**src/rtl/div_unit.sv**
```systemverilog
// Purpose : iterative restoring RV32M divider (DIV/DIVU/REM/REMU) for the EX stage.
// Latency : XLEN+1 cycles from accept to div_done; divide-by-zero / signed overflow in 1 cycle.
// Backpr. : div_en is held by the stall until div_done; dropping div_en mid-op kills the op.
// Ports   : clk, rst_n (async active-low); div_en/div_op/dividend/divisor in (sampled on accept);
//           result (registered, held until next completion), div_done (1-cycle pulse), busy.
module div_unit #(
    parameter int XLEN = 32
) (
    input  logic            clk,
    input  logic            rst_n,
    input  logic            div_en,
    input  logic [1:0]      div_op,
    input  logic [XLEN-1:0] dividend,
    input  logic [XLEN-1:0] divisor,
    output logic [XLEN-1:0] result,
    output logic            div_done,
    output logic            busy
);

    localparam int CW = $clog2(XLEN) + 1;

    typedef enum logic [1:0] {S_IDLE, S_BUSY, S_DONE} state_t;

    state_t            state_q, state_d;
    logic              rem_sel_q, rem_sel_d;   // 1: REM/REMU, 0: DIV/DIVU
    logic              negq_q, negq_d;         // quotient needs negation
    logic              negr_q, negr_d;         // remainder needs negation
    logic [XLEN-1:0]   rem_q, rem_d;
    logic [XLEN-1:0]   quo_q, quo_d;
    logic [XLEN-1:0]   dvs_q, dvs_d;           // |divisor|
    logic [XLEN-1:0]   result_q, result_d;
    logic [CW-1:0]     cnt_q, cnt_d;

    // Operand decode for the accept cycle
    logic              is_signed, a_neg, b_neg, div_zero, ovf;
    logic [XLEN-1:0]   a_abs, b_abs;

    // One restoring step
    logic [XLEN:0]     trial;
    logic              borrow, last_iter;
    logic [XLEN-1:0]   rem_next, quo_next, q_fix, r_fix;

    always_comb begin
        is_signed = ~div_op[0];
        a_neg     = is_signed & dividend[XLEN-1];
        b_neg     = is_signed & divisor[XLEN-1];
        a_abs     = a_neg ? -dividend : dividend;
        b_abs     = b_neg ? -divisor  : divisor;
        div_zero  = (divisor == '0);
        ovf       = is_signed && (dividend == {1'b1, {(XLEN-1){1'b0}}}) && (divisor == '1);
    end

    // The shifted partial remainder is kept XLEN+1 wide so an unsigned divisor
    // above 2^(XLEN-1) cannot lose the top remainder bit during the shift.
    always_comb begin
        trial     = {rem_q, quo_q[XLEN-1]} - {1'b0, dvs_q};
        borrow    = trial[XLEN];
        rem_next  = borrow ? {rem_q[XLEN-2:0], quo_q[XLEN-1]} : trial[XLEN-1:0];
        quo_next  = {quo_q[XLEN-2:0], ~borrow};
        q_fix     = negq_q ? -quo_next : quo_next;
        r_fix     = negr_q ? -rem_next : rem_next;
        last_iter = (cnt_q == CW'(XLEN - 1));
    end

    // Next-state logic
    always_comb begin
        state_d = state_q;
        case (state_q)
            S_IDLE:  if (div_en) state_d = (div_zero || ovf) ? S_DONE : S_BUSY;
            S_BUSY: begin
                if (!div_en)        state_d = S_IDLE;   // instruction killed
                else if (last_iter) state_d = S_DONE;
            end
            S_DONE:  state_d = S_IDLE;
            default: state_d = S_IDLE;
        endcase
    end

    // Datapath next values
    always_comb begin
        rem_sel_d = rem_sel_q;
        negq_d    = negq_q;
        negr_d    = negr_q;
        rem_d     = rem_q;
        quo_d     = quo_q;
        dvs_d     = dvs_q;
        result_d  = result_q;
        cnt_d     = cnt_q;
        if (state_q == S_IDLE && div_en) begin
            rem_sel_d = div_op[1];
            negq_d    = a_neg ^ b_neg;
            negr_d    = a_neg;
            dvs_d     = b_abs;
            quo_d     = a_abs;
            rem_d     = '0;
            cnt_d     = '0;
            if (div_zero)
                result_d = div_op[1] ? dividend : '1;
            else if (ovf)
                result_d = div_op[1] ? '0 : {1'b1, {(XLEN-1){1'b0}}};
        end else if (state_q == S_BUSY && div_en) begin
            rem_d = rem_next;
            quo_d = quo_next;
            cnt_d = cnt_q + 1'b1;
            if (last_iter)
                result_d = rem_sel_q ? r_fix : q_fix;
        end
    end

    // State register
    always_ff @(posedge clk or negedge rst_n) begin
        if (!rst_n) begin
            state_q   <= S_IDLE;
            rem_sel_q <= 1'b0;
            negq_q    <= 1'b0;
            negr_q    <= 1'b0;
            rem_q     <= '0;
            quo_q     <= '0;
            dvs_q     <= '0;
            result_q  <= '0;
            cnt_q     <= '0;
        end else begin
            state_q   <= state_d;
            rem_sel_q <= rem_sel_d;
            negq_q    <= negq_d;
            negr_q    <= negr_d;
            rem_q     <= rem_d;
            quo_q     <= quo_d;
            dvs_q     <= dvs_d;
            result_q  <= result_d;
            cnt_q     <= cnt_d;
        end
    end

    // Outputs
    always_comb begin
        div_done = (state_q == S_DONE);
        busy     = (state_q == S_BUSY);
        result   = result_q;
    end

endmodule

```
**config.mk**
```make
export PLATFORM = sky130hd
export DESIGN_NAME = div_unit
export DESIGN_NICKNAME = d
export VERILOG_FILES = /design/src/rtl/div_unit.sv
export SDC_FILE = /design/constraint.sdc
export NUM_CORES = 1
export LEC_CHECK = 0
export ABC_AREA = 1
export CAP_MARGIN = 25
export CORE_MARGIN = 5
export CORE_UTILIZATION = 50
export CTS_BUF_LIST = sky130_fd_sc_hd__clkbuf_16
export CTS_CLUSTER_DIAMETER = 200
export CTS_CLUSTER_SIZE = 14
export DETAILED_ROUTE_END_ITERATION = 10
export PLACE_DENSITY_LB_ADDON = 0.2
export SLEW_MARGIN = 5
export SYNTH_ARGS = -nofsm -noshare
export SYNTH_HDL_FRONTEND = slang
export SYNTH_SLANG_ARGS = --single-unit
export TNS_END_PERCENT = 50
```
**constraint.sdc**
```tcl
create_clock -name clk -period 3.8 [get_ports clk]
set_input_delay 0.76 -clock clk [delete_from_list [all_inputs] [get_ports clk]]
set_output_delay 0.76 -clock clk [all_outputs]
set_load 0.02 [all_outputs]
```
==> impl_metrics.py, run 1 <==
metrics = {
    "status": {
        "status": "completed",
    },
    "yosys": {
        "netlist_area_sq_um": 12800,
        "ys_warn_count": 0,
        "yosysSeqAreaShare": 0.271,
        "synth_edf_count": 0,
        "synth_nets": 2105,
        "ys_types": 56,
        "synthCells": 1997,
        "ys_ff_latch": 139,
        "synth.avg_cell_area_sq_um": 6.42,
        "async_flop_share": 1.00,
        "synth-main-ff-cell": "dfrtp_1",
    },
    "setup_path": {
        "path_buf_inv": 1,
        "critical_path.top_delay_family": "simple AND/OR/NAND/NOR gates",
        "cp-end-kind": "flip-flop",
        "start_kind": "flip-flop",
        "slowest_stage": "dfrtp_1",
        "worstSetupPathType": "reg2reg",
        "worstPathRequired_ns": 4.13,
        "worstPathMaxFanout": 3,
        "reg2reg_slack_ns": 0.17,
        "cpMostUsedCell": "nand2_1",
        "max_stage_delay_ns": 0.42,
        "critPathArrivalTime_ns": 3.96,
        "crit_chain": "inv_1, ha_1, nand2_1, nor2_2, nand2_1, nor2_2, nand2_4, nand2_2, nand2_4, nand2_4, ha_1, nand4_1, nor3_2, nand2_1, nand2_1, o21ai_1, a21oi_2, o21ai_1, a21oi_1, xor2_1, o21ai_0, nand2_1, nand2_1, nand2_1",
    },
    "power_and_ir_drop": {
        "ir_worst_vdd_v": 0.000425,
        "power_density_nw_per_um2": 1000,
        "cellLeakagePower_nw": 7.65,
        "finalPower_mw": 15.3,
    },
    "die": {
        "rows": 58,
        "ios": 103,
        "core_sq_um": 25300,
        "die_height_um": 170,
        "dieWidth_um": 170,
        "die_area_sq_um": 28900,
        "start_util": 0.508,
    },
    "detailed_routing": {
        "wl_per_cell_um": 18.0,
        "drtPass1Iterations": 6,
        "vias_per_cell": 5.67,
        "dr_total_vias": 14100,
        "drt_iter0_drc": 1632,
        "drc": 0,
        "wirelength_um": 44700,
        "final_antenna_net_count": 0,
    },
    "cts": {
        "ctsHtreeMaxLevel": 4,
        "cts_sinks": 139,
        "postCtsHoldBufs": 0,
        "numCtsBuffers": 17,
        "clkLatencyLatePin_ns": 0.44,
        "cts_tree": "done",
        "path_clk_slew_ns": 0.07,
        "cts_root_buf": "clkbuf_16",
        "cts_buffer_depth": 2,
    },
    "cells_and_area": {
        "syn_to_final_growth_pct": 19.5,
        "final_common_cell": "nand2_1",
        "fin_cells": 2484,
        "layout.nets": 2250,
        "final_cell_mix": "577 x nand2_1, 266 x inv_1, 169 x nor2_1",
        "antenna_cells": 0,
        "finalInstanceArea_sq_um": 15300,
        "drive_above_1_share": 0.128,
    },
    "hold_path": {
        "hp-class": "in2async",
    },
    "place": {
        "dp_hpwl_um": 34300,
        "dp.cells": 2445,
        "port_buffers": 102,
        "post_dp_cell_area_sq_um": 14600,
        "pre_cts_ws_ns": -0.108,
        "gp_congestion": 1.00,
    },
    "global_routing": {
        "grt_pass1_wl_um": 69600,
        "track_usage": 0.302,
        "antenna_found_initial": 1,
        "first_global_vias": 13100,
        "grt_max_degree": 80,
        "grt_overflow": 0,
    },
    "sta": {
        "setup_slack_ns": 0.170,
        "setup_viol_count_final": 0,
        "fin_crit_sh": 0.955,
        "fmaxAchievable_mhz": 275,
        "slew_headroom": 0.451,
        "tightest_slew_ns": 0.824,
        "hold_viol": 0,
        "fin_tns_setup_ns": 0,
        "slew_violations": 0,
        "fin_worst_skew_ns": 0.0139,
        "fin_crit_ns": 3.63,
    },
    "run": {
        "cap_violations": 0,
    },
}
==> sequential cells by signal, indices dropped and copies added, names as in the netlist <==
| register | cells |
|---|---|
| rem_sel_q | 1 |
| dvs_q | 32 |
| quo_q | 32 |
| negr_q | 1 |
| rem_q | 32 |
| state_q | 2 |
| result | 32 |
| negq_q | 1 |
| cnt_q | 6 |
==> power breakdown <==
part	switching [mW]	leakage [nW]	total, mW	internal, mW
logic	7.08	5.59	11.0	3.88
clock network	0.745	0.287	1.78	1.03
registers	0.505	1.77	2.59	2.08
==> Yosys cell counts (7+ instances only) <==
| cell type | number | area (sq um) |
|---|---|---|
| nand2_1 | 579 | 2170 |
| o21ai_2 | 9 | 78.8 |
| clkbuf_1 | 41 | 154 |
| o22ai_1 | 40 | 250 |
| nand2_2 | 59 | 369 |
| nand3b_1 | 10 | 75.1 |
| nor3_1 | 24 | 120 |
| o221ai_1 | 31 | 272 |
| nor3_2 | 7 | 70.1 |
| o21ai_1 | 13 | 65.1 |
| xnor2_1 | 15 | 131 |
| xor2_1 | 47 | 412 |
| a21oi_1 | 88 | 440 |
| dfrtp_1 | 139 | 3480 |
| inv_1 | 266 | 998 |
| o21ai_0 | 139 | 696 |
| nor2_4 | 7 | 78.8 |
| nor2_2 | 16 | 100 |
| nand4_1 | 30 | 188 |
| nor2_1 | 172 | 646 |
| nand3_1 | 121 | 606 |
| nand2_4 | 18 | 203 |
| ha_1 | 38 | 475 |
==> final cells by class <==
cell class                      instances  area [sq um]
Multi-Input combinational cell       1520          8030
Fill cell                            2442          9930
Timing Repair Buffer                  189          1770
Sequential cell                       139          3480
Inverter                              275          1030
Clock inverter                         14           170
Tap cell                              330           413
Clock buffer                           17           425
==> per-layer routing <==
| layer | vias up | wire [um] | GRT usage |
|---|---|---|---|
| met4 | 2 | 1250 | 0.0910 |
| met3 | 88 | 4000 | 0.0569 |
| met2 | 664 | 19700 | 0.462 |
| met1 | 6532 | 19700 | 0.436 |
| li1 | 6789 | - | - |
| met5 | - | 13 | 0 |
==> through the flow <==
step / util / hold WS [ns]
6_report: 0.607 / 0.357
3_3_place_gp: 0.576 / 0.466
4_1_cts: 0.600 / 0.406
3_5_place_dp: 0.576 / 0.469
2_1_floorplan: - / 0.453
5_1_grt: 0.607 / 0.426
==> final timing paths <==
kind | start | to | depth (start not counted)
worst max-delay path | dvs_q[27]$_DFFE_PN0P_ | result[30]$_DFFE_PN0P_ | 24
worst min-delay path | rst_n | dvs_q[18]$_DFFE_PN0P_ | 1
worst max register to register | dvs_q[27]$_DFFE_PN0P_ | result[30]$_DFFE_PN0P_ | 24
worst min register to register | dvs_q[3]$_DFFE_PN0P_ | dvs_q[3]$_DFFE_PN0P_ | 2
max in group asynchronous | rst_n | rem_q[13]$_DFFE_PN0P_ | 2
min in group clk | dvs_q[3]$_DFFE_PN0P_ | dvs_q[3]$_DFFE_PN0P_ | 2
==> what timing repair did <==
item / 4_1_cts / 5_1_grt
buffers inserted: 0 / 6
pin swaps: 0 / 5
setup endpoints to repair: 2 / 25
resized for setup: 1 / 22
cloned: 0 / 2
==> logic make-up (layout without fill, tap and decap cells) <==
kind of cell | Yosys count | count (layout) | synth area share
adder cells (fa/ha/maj) | 39 | 39 | 0.0386
AO/OA/AOI/OAI | 355 | 355 | 0.163
AND/OR/NAND/NOR | 1064 | 1064 | 0.376
XOR/XNOR | 62 | 62 | 0.0423
buffers and inverters | 338 | 495 | 0.108
flip-flops | 139 | 139 | 0.271
No activity file was read; power rests on OpenSTA's default activity.
==> inputs of run 2 (changes only) <==
GPL_TIMING_DRIVEN = 0   (was unset)
==> impl_metrics.py, run 2 (same netlist as run 1, synthesis figures left out) <==
metrics = {
    "sta": {
        "fmaxAchievable_mhz": 270,
        "fin_crit_sh": 0.976,
        "setup_viol_count_final": 0,
        "hold_viol": 0,
        "fin_crit_ns": 3.71,
        "fin_worst_skew_ns": 0.0190,
        "tightest_slew_ns": 1.11,
        "slew_violations": 0,
        "slew_headroom": 0.258,
        "rsz0062_at_grt": "yes",
        "setup_slack_ns": 0.0898,
        "fin_tns_setup_ns": 0,
    },
    "cells_and_area": {
        "layout.nets": 2253,
        "final_cell_mix": "570 x nand2_1, 253 x inv_1, 166 x nor2_1",
        "nFillCells": 2415,
        "multi_input_area_sq_um": 8500,
        "finalInstanceArea_sq_um": 15600,
        "antenna_cells": 0,
        "drive_above_1_share": 0.134,
        "final_common_cell": "nand2_1",
        "fin_util": 0.619,
        "syn_to_final_growth_pct": 21.8,
        "seq_area_sq_um": 3480,
    },
    "global_routing": {
        "antenna_found_initial": 1,
        "grt_max_degree": 89,
        "track_usage": 0.323,
        "grt_pass1_wl_um": 72900,
        "grt_overflow": 0,
        "busiest_layer": "met2",
        "grtUsageMet2": 0.494,
        "first_global_vias": 13200,
        "grt_use_met1": 0.475,
        "met3_usage": 0.0495,
    },
    "setup_path": {
        "start_kind": "flip-flop",
        "critPathArrivalTime_ns": 4.09,
        "critical_path.top_delay_family": "simple AND/OR/NAND/NOR gates",
        "max_stage_delay_ns": 0.41,
        "worstPathRequired_ns": 4.18,
        "slowest_stage": "dfrtp_1",
        "cp-end-kind": "flip-flop",
        "worstSetupPathType": "reg2reg",
        "path_buf_inv": 5,
        "worstPathMaxFanout": 4,
        "cpMostUsedCell": "nand2_1",
    },
    "cts": {
        "cts_root_buf": "clkbuf_16",
        "path_clk_slew_ns": 0.07,
        "ctsHtreeMaxLevel": 4,
        "cts_tree": "done",
        "cts_buffer_depth": 2,
        "numCtsBuffers": 17,
        "cts_sinks": 139,
        "clkLatencyLatePin_ns": 0.44,
    },
    "detailed_routing": {
        "wirelength_um": 48400,
        "drtPass1Iterations": 6,
        "drt_iter0_drc": 1611,
        "wl_per_cell_um": 19.4,
        "final_antenna_net_count": 0,
        "dr_total_vias": 14300,
        "vias_per_cell": 5.74,
        "drc": 0,
    },
    "power_and_ir_drop": {
        "cellLeakagePower_nw": 7.53,
        "ir_worst_vdd_v": 0.000569,
        "power_density_nw_per_um2": 995,
    },
    "run": {
        "cap_violations": 0,
    },
    "die": {
        "rows": 58,
        "die_area_sq_um": 28900,
        "dieWidth_um": 170,
        "die_height_um": 170,
        "ios": 103,
        "core_sq_um": 25300,
        "start_util": 0.508,
    },
    "place": {
        "port_buffers": 102,
        "dp_hpwl_um": 37600,
        "gp_congestion": 1.01,
        "pre_cts_ws_ns": -0.922,
        "post_dp_cell_area_sq_um": 14300,
    },
    "hold_path": {
        "hp-class": "in2async",
    },
    "status": {
        "status": "completed",
    },
}
[run 2: report_power, final]
group          internal (mW)  switching, mW
registers               2.08          0.530
clock network          0.911          0.778
logic                   3.85           7.40
total                   6.84           8.71
[run 2: metal layers]
layer	wire length, um	vias to the layer above
met5	13	-
met1	21300	6672
met2	21300	716
li1	-	6792
met3	4660	87
met4	1140	2
[run 2: repair_timing]
| item | CTS | global route |
|---|---|---|
| cloned | 0 | 0 |
| pin swaps | 7 | 34 |
| setup endpoints to repair | 23 | 32 |
| buffers inserted | 9 | 17 |
| gates resized for setup | 24 | 103 |
| hold buffers | 0 | 0 |
[run 2: worst reg2reg max path: cells and delay by family, from the launching register on]
kind                     cells  cell delay (ns)
adder cells (fa/ha/maj)      3             0.65
flip-flops                   1             0.41
buffers and inverters        5             0.46
AND/OR/NAND/NOR             17             1.74
AO/OA/AOI/OAI                2             0.25
XOR/XNOR                     1             0.16
[run 2: final timing paths]
kind	start	endpoint	slack (ns)	cells after the start
max in group asynchronous	rst_n	result[23]$_DFFE_PN0P_	2.67	2
max	quo_q[31]$_DFFE_PN0P_	result[22]$_DFFE_PN0P_	0.09	28
min in group clk	result[26]$_DFFE_PN0P_	result[26]$_DFFE_PN0P_	0.48	2
min reg2reg	result[26]$_DFFE_PN0P_	result[26]$_DFFE_PN0P_	0.48	2
max reg2reg	quo_q[31]$_DFFE_PN0P_	result[22]$_DFFE_PN0P_	0.09	28
min	rst_n	dvs_q[21]$_DFFE_PN0P_	0.26	1
[run 2: cell type report]
| type | instances | share of cell area |
|---|---|---|
| timing repair buffer | 130 | 0.0806 |
| clock inverter | 15 | 0.00881 |
| clock buffer | 17 | 0.0272 |
| buffer | 62 | 0.0241 |
| tap | 330 | 0.0264 |
| multi-input combinational | 1520 | 0.544 |
| inverter | 275 | 0.0662 |
| sequential | 139 | 0.223 |
[run 2: through the flow]
stage,power [mW],hold WS (ns),std cells
after floorplan,9.78,0.453,1997
after global placement,12.6,0.462,2429
after detailed placement,12.7,0.465,2431
after CTS,14.6,0.288,2471
after global routing,16.6,0.305,2488
final,15.5,0.263,2488
